===== config.mk =====
export PLATFORM = sky130hd
export DESIGN_NAME = rr_result_mux
export DESIGN_NICKNAME = d
export VERILOG_FILES = /design/src/rtl/rr_result_mux.sv
export SDC_FILE = /design/constraint.sdc
export NUM_CORES = 1
export LEC_CHECK = 0
export CORE_MARGIN = 2
export CORE_UTILIZATION = 35
export DETAILED_ROUTE_END_ITERATION = 8
export PLACE_DENSITY = 0.85
export SKIP_CTS_REPAIR_TIMING = 1
export SLEW_MARGIN = 0
export SYNTH_ARGS = -nofsm -noshare
export SYNTH_HDL_FRONTEND = slang
export SYNTH_SLANG_ARGS = --single-unit

===== constraint.sdc =====
create_clock -name clk -period 12.7 [get_ports clk]
set_input_delay 2.54 -clock clk [delete_from_list [all_inputs] [get_ports clk]]
set_output_delay 2.54 -clock clk [all_outputs]
set_load 0.05 [all_outputs]

===== src/rtl/rr_result_mux.sv =====
// rr_result_mux
//   Registered N-channel result selector feeding register-file writeback.
//   At most one producer is granted per cycle. The chosen result is held
//   in the output register until writeback accepts it. Arbitration is
//   round-robin (RR_EN=1) or fixed lowest-index priority (RR_EN=0). A
//   forced-select mode lets decode steer a single source directly.
//
// Ports
//   clk        rising-edge clock
//   rst_n      asynchronous active-low reset
//   in_valid   [NCH]    per-channel request
//   in_data    [NCH*W]  packed channel data, channel i at [i*W +: W]
//   in_ready   [NCH]    per-channel accept, one-hot or zero
//   force_en            restrict the grant to channel force_sel
//   force_sel  [SW]     forced channel index (>= NCH means grant nothing)
//   out_valid           output register holds a result
//   out_data   [W]      selected data
//   out_sel    [SW]     index of the channel that produced out_data
//   out_ready           downstream accept
module rr_result_mux #(
  parameter int NCH   = 5,
  parameter int W     = 32,          // core XLEN
  parameter int SW    = $clog2(NCH),
  parameter bit RR_EN = 1'b1
) (
  input  logic             clk,
  input  logic             rst_n,
  input  logic [NCH-1:0]   in_valid,
  input  logic [NCH*W-1:0] in_data,
  output logic [NCH-1:0]   in_ready,
  input  logic             force_en,
  input  logic [SW-1:0]    force_sel,
  output logic             out_valid,
  output logic [W-1:0]     out_data,
  output logic [SW-1:0]    out_sel,
  input  logic             out_ready
);

  logic [SW-1:0]  ptr;       // first channel to consider in round-robin mode
  logic [NCH-1:0] elig;      // requests allowed to compete this cycle
  logic [NCH-1:0] gnt;       // one-hot grant
  logic [SW-1:0]  gnt_idx;   // binary index of gnt
  logic [W-1:0]   gnt_data;  // data of the granted channel
  logic           load;      // output register may take a new result

  // The register can load when empty or when its current result drains
  // in this same cycle, which gives one result per cycle under full flow.
  assign load = !out_valid || out_ready;

  // Eligible set. An out-of-range forced index masks every channel.
  always_comb begin
    // NOTE: every combinational output gets a default first so no path
    // leaves it unassigned and a latch is never inferred.
    elig = '0;
    if (!force_en) begin
      elig = in_valid;
    end else if ({1'b0, force_sel} < (SW+1)'(NCH)) begin
      elig = in_valid & (NCH'(1) << force_sel);
    end
  end

  // Grant search. Candidate k is ptr+k with explicit wrap, so non-power-of-two
  // channel counts never index past NCH-1. In fixed-priority mode the scan
  // simply starts at channel 0.
  always_comb begin
    logic [SW:0]   sum;
    logic [SW-1:0] idx;
    logic          found;
    gnt     = '0;
    gnt_idx = '0;
    sum     = '0;
    idx     = '0;
    found   = 1'b0;
    for (int k = 0; k < NCH; k++) begin
      sum = RR_EN ? ({1'b0, ptr} + (SW+1)'(k)) : (SW+1)'(k);
      if (sum >= (SW+1)'(NCH)) sum = sum - (SW+1)'(NCH);
      idx = sum[SW-1:0];
      if (!found && elig[idx]) begin
        found    = 1'b1;
        gnt[idx] = 1'b1;
        gnt_idx  = idx;
      end
    end
  end

  // One-hot AND-OR data mux.
  always_comb begin
    gnt_data = '0;
    for (int i = 0; i < NCH; i++) begin
      gnt_data = gnt_data | (gnt[i] ? in_data[i*W +: W] : '0);
    end
  end

  // Nothing is accepted while reset is held, even though the empty output
  // register would otherwise allow a load.
  assign in_ready = (load && rst_n) ? gnt : '0;

  // NOTE: sequential state uses non-blocking assignments so every register
  // samples the pre-edge values, independent of statement order.
  // NOTE: reset is asynchronous and clears the held result so no partial
  // transfer survives.
  always_ff @(posedge clk or negedge rst_n) begin
    if (!rst_n) begin
      out_valid <= 1'b0;
      out_data  <= '0;
      out_sel   <= '0;
      ptr       <= '0;
    end else if (load) begin
      if (|gnt) begin
        out_valid <= 1'b1;
        out_data  <= gnt_data;
        out_sel   <= gnt_idx;
        if (RR_EN) begin
          ptr <= (gnt_idx == SW'(NCH-1)) ? '0 : gnt_idx + SW'(1);
        end
      end else begin
        // Nothing granted: drop valid, keep last data/sel and pointer.
        out_valid <= 1'b0;
      end
    end
  end

endmodule


==> results.ini <==
[critical_path]
cp_max_fo=33
cpMaxStageDelayCell=a221o_1
setup.worst_path.end_class=primary output
worstPathArrival_ns=7.36
crit_chain=clkdlybuf4s50_1, nand3b_1, a21boi_1, mux2i_1, a222oi_1, a21oi_1, or4b_1, nor2_1, a221o_1, nor2b_1, clkdlybuf4s50_1
crit_buf_inv=2
path_class=input pin to primary output
cp.depth=11
cpMostUsedCell=clkdlybuf4s50_1
reg2regPathDepth=13
path_delay_family=compound AO/OA/AOI/OAI gates
start_kind=input pin
worst_ep_required_time_ns=10.16
cp_slowest_stage_delay_ns=1.01

[timing]
period_needed_ns=9.90
hold_violations=0
setup_viol=0
setup_slack_ns=2.80
timing.fmax_mhz=101
tns_ns=0
finalClockSkew_ns=0.00772
slew_headroom=0.169
worstMarginPinSlew_ns=1.25
min_period_over_period=0.780
rsz0062_at_grt=no
drv_slew=0

[floorplanning]
die_area_sq_um=11100
core-area_sq_um=10100
die_h_um=105
start_util=0.355
num_io_pins=213
rows=37
die_w_um=105

[synthesis]
synth_top_area_frac=0.271
ys_top_cells_by_area=dfrtp_1, a222oi_1, a22oi_1
synthCells=419
ys.warnings.count=0
synth_edf_count=0
synth_top_cell_by_area=dfrtp_1
avgSynthCellArea_sq_um=8.60
synth-async-reset-ratio=1.00
syn_area_sq_um=3600
synth_common_cells=nor2_1, dfrtp_1, a31oi_1
synth_seq_cells=39
ys_seq_area_frac=0.271
synth_most_common_cell=nor2_1
synth_top_flop_cell=dfrtp_1
synth_cell_type_count=74
synth_nets=602

[final_layout]
multiInputGateArea_sq_um=2380
ff_latch_area_sq_um=976
final_core_util=0.573
syn_to_final_growth_pct=61.1
final_area_sq_um=5800
fill_cells=876
final_nets=792
num_antenna_cells=0
layout-drive-gt1-share=0.0738

[placement]
io_buffers=212
pre_cts_ws_ns=2.86
place_congestion=0.994
dpl.hpwl_um=12300
dpl-instance-area_sq_um=5720

[job]
max-cap-violations=0

[detailed_routing]
drt_wl_total_um=15800
vias=4577
route.detailed.drc=0
drt_iter0_markers=678
drt-pass1-iter-count=9
via_per_inst=6.14
routedWlPerCell_um=21.1
final_antenna_net_count=0

[clock_tree]
numCtsBuffers=5
path_clk_slew_ns=0.08
clock_sinks=39
cts_tree=yes
cts_buffer_depth=2
htree_levels=2
insertion_delay_ns=0.29
clock-root-buffer=clkbuf_8

[global_routing]
grt_max_degree=75
antenna_found_initial=1
grt_usage=0.266
grt_pass1_wl_um=23600
overflow=0
first_global_vias=4304

[worst_hold_path]
min_delay_path_depth=1
hold_class=flip-flop to flip-flop

[status]
status=finished clean

==> routing by layer <==
metal,vias up,wire (um),part of all wire,track usage
met5,-,0,0,0
met4,0,424,0.027,0.0800
met3,26,1340,0.085,0.0476
met2,302,7420,0.47,0.437
met1,2186,6580,0.42,0.354
li1,2063,-,-,-
==> placed cells by master, fill, tap and decap left out, drive strengths merged, types with 9 or more instances in the layout <==
cell type and count:
inv 12, a22oi 34, ha 10, a31oi 35
a21oi 15, nor3 9, dfrtp 39, clkdlybuf4s50 211
nor2 50, o21ai 20, a222oi 33, nand2 20
==> worst paths after layout <==
check / start / endpoint / slack, ns
worst max-delay path: force_sel[2] / in_ready[1] / 2.80
worst min-delay path: out_sel[2] / out_sel[2] / 0.53
worst max register to register: ptr[0] / ptr[0] / 6.98
worst min register to register: out_sel[2] / out_sel[2] / 0.53
max in group asynchronous: rst_n / out_data[2] / 10.02
min in group asynchronous: rst_n / out_data[9] / 2.30
==> sequential cells by signal (all words and copies together), names as in the netlist <==
signal,cells
out_valid,1
out_sel,3
out_data,32
ptr,3
==> stage by stage <==
step / std cells / hold WS [ns]
2_1_floorplan: 419 / 0.749
3_3_place_gp: 738 / 0.497
3_5_place_dp: 738 / 0.509
4_1_cts: 746 / 0.530
5_1_grt: 746 / 0.558
6_report: 746 / 0.529
==> worst register-to-register path, delay by kind of cell, from the launching register on <==
kind | cells | cell delay, ns
AO/OA/AOI/OAI | 7 | 2.24
flip-flops | 1 | 0.95
buffers and inverters | 3 | 1.05
AND/OR/NAND/NOR | 1 | 0.51
multiplexers | 1 | 0.37
adder cells (fa/ha/maj) | 1 | 0.51
==> cells by family (layout without fill, tap and decap cells) <==
kind of cell             count (synthesis)  after routing  synth area share
AND/OR/NAND/NOR                        125            125             0.176
XOR/XNOR                                 4              4           0.00972
multiplexers                            15             15            0.0507
buffers and inverters                   45            236            0.0684
adder cells (fa/ha/maj)                 11             11            0.0403
flip-flops                              39             39             0.271
AO/OA/AOI/OAI                          180            180             0.384
==> final cells by class <==
class | instances | area share
multi-input cells | 335 | 0.410
flip-flops and latches | 39 | 0.168
repair buffers | 216 | 0.370
clock inverters | 2 | 0.00216
clock buffers | 6 | 0.0125
well taps | 136 | 0.0293
inverters | 12 | 0.00776
Power is not shown: default switching activity piles up to over one toggle a cycle in this logic, so the estimate is an artifact.
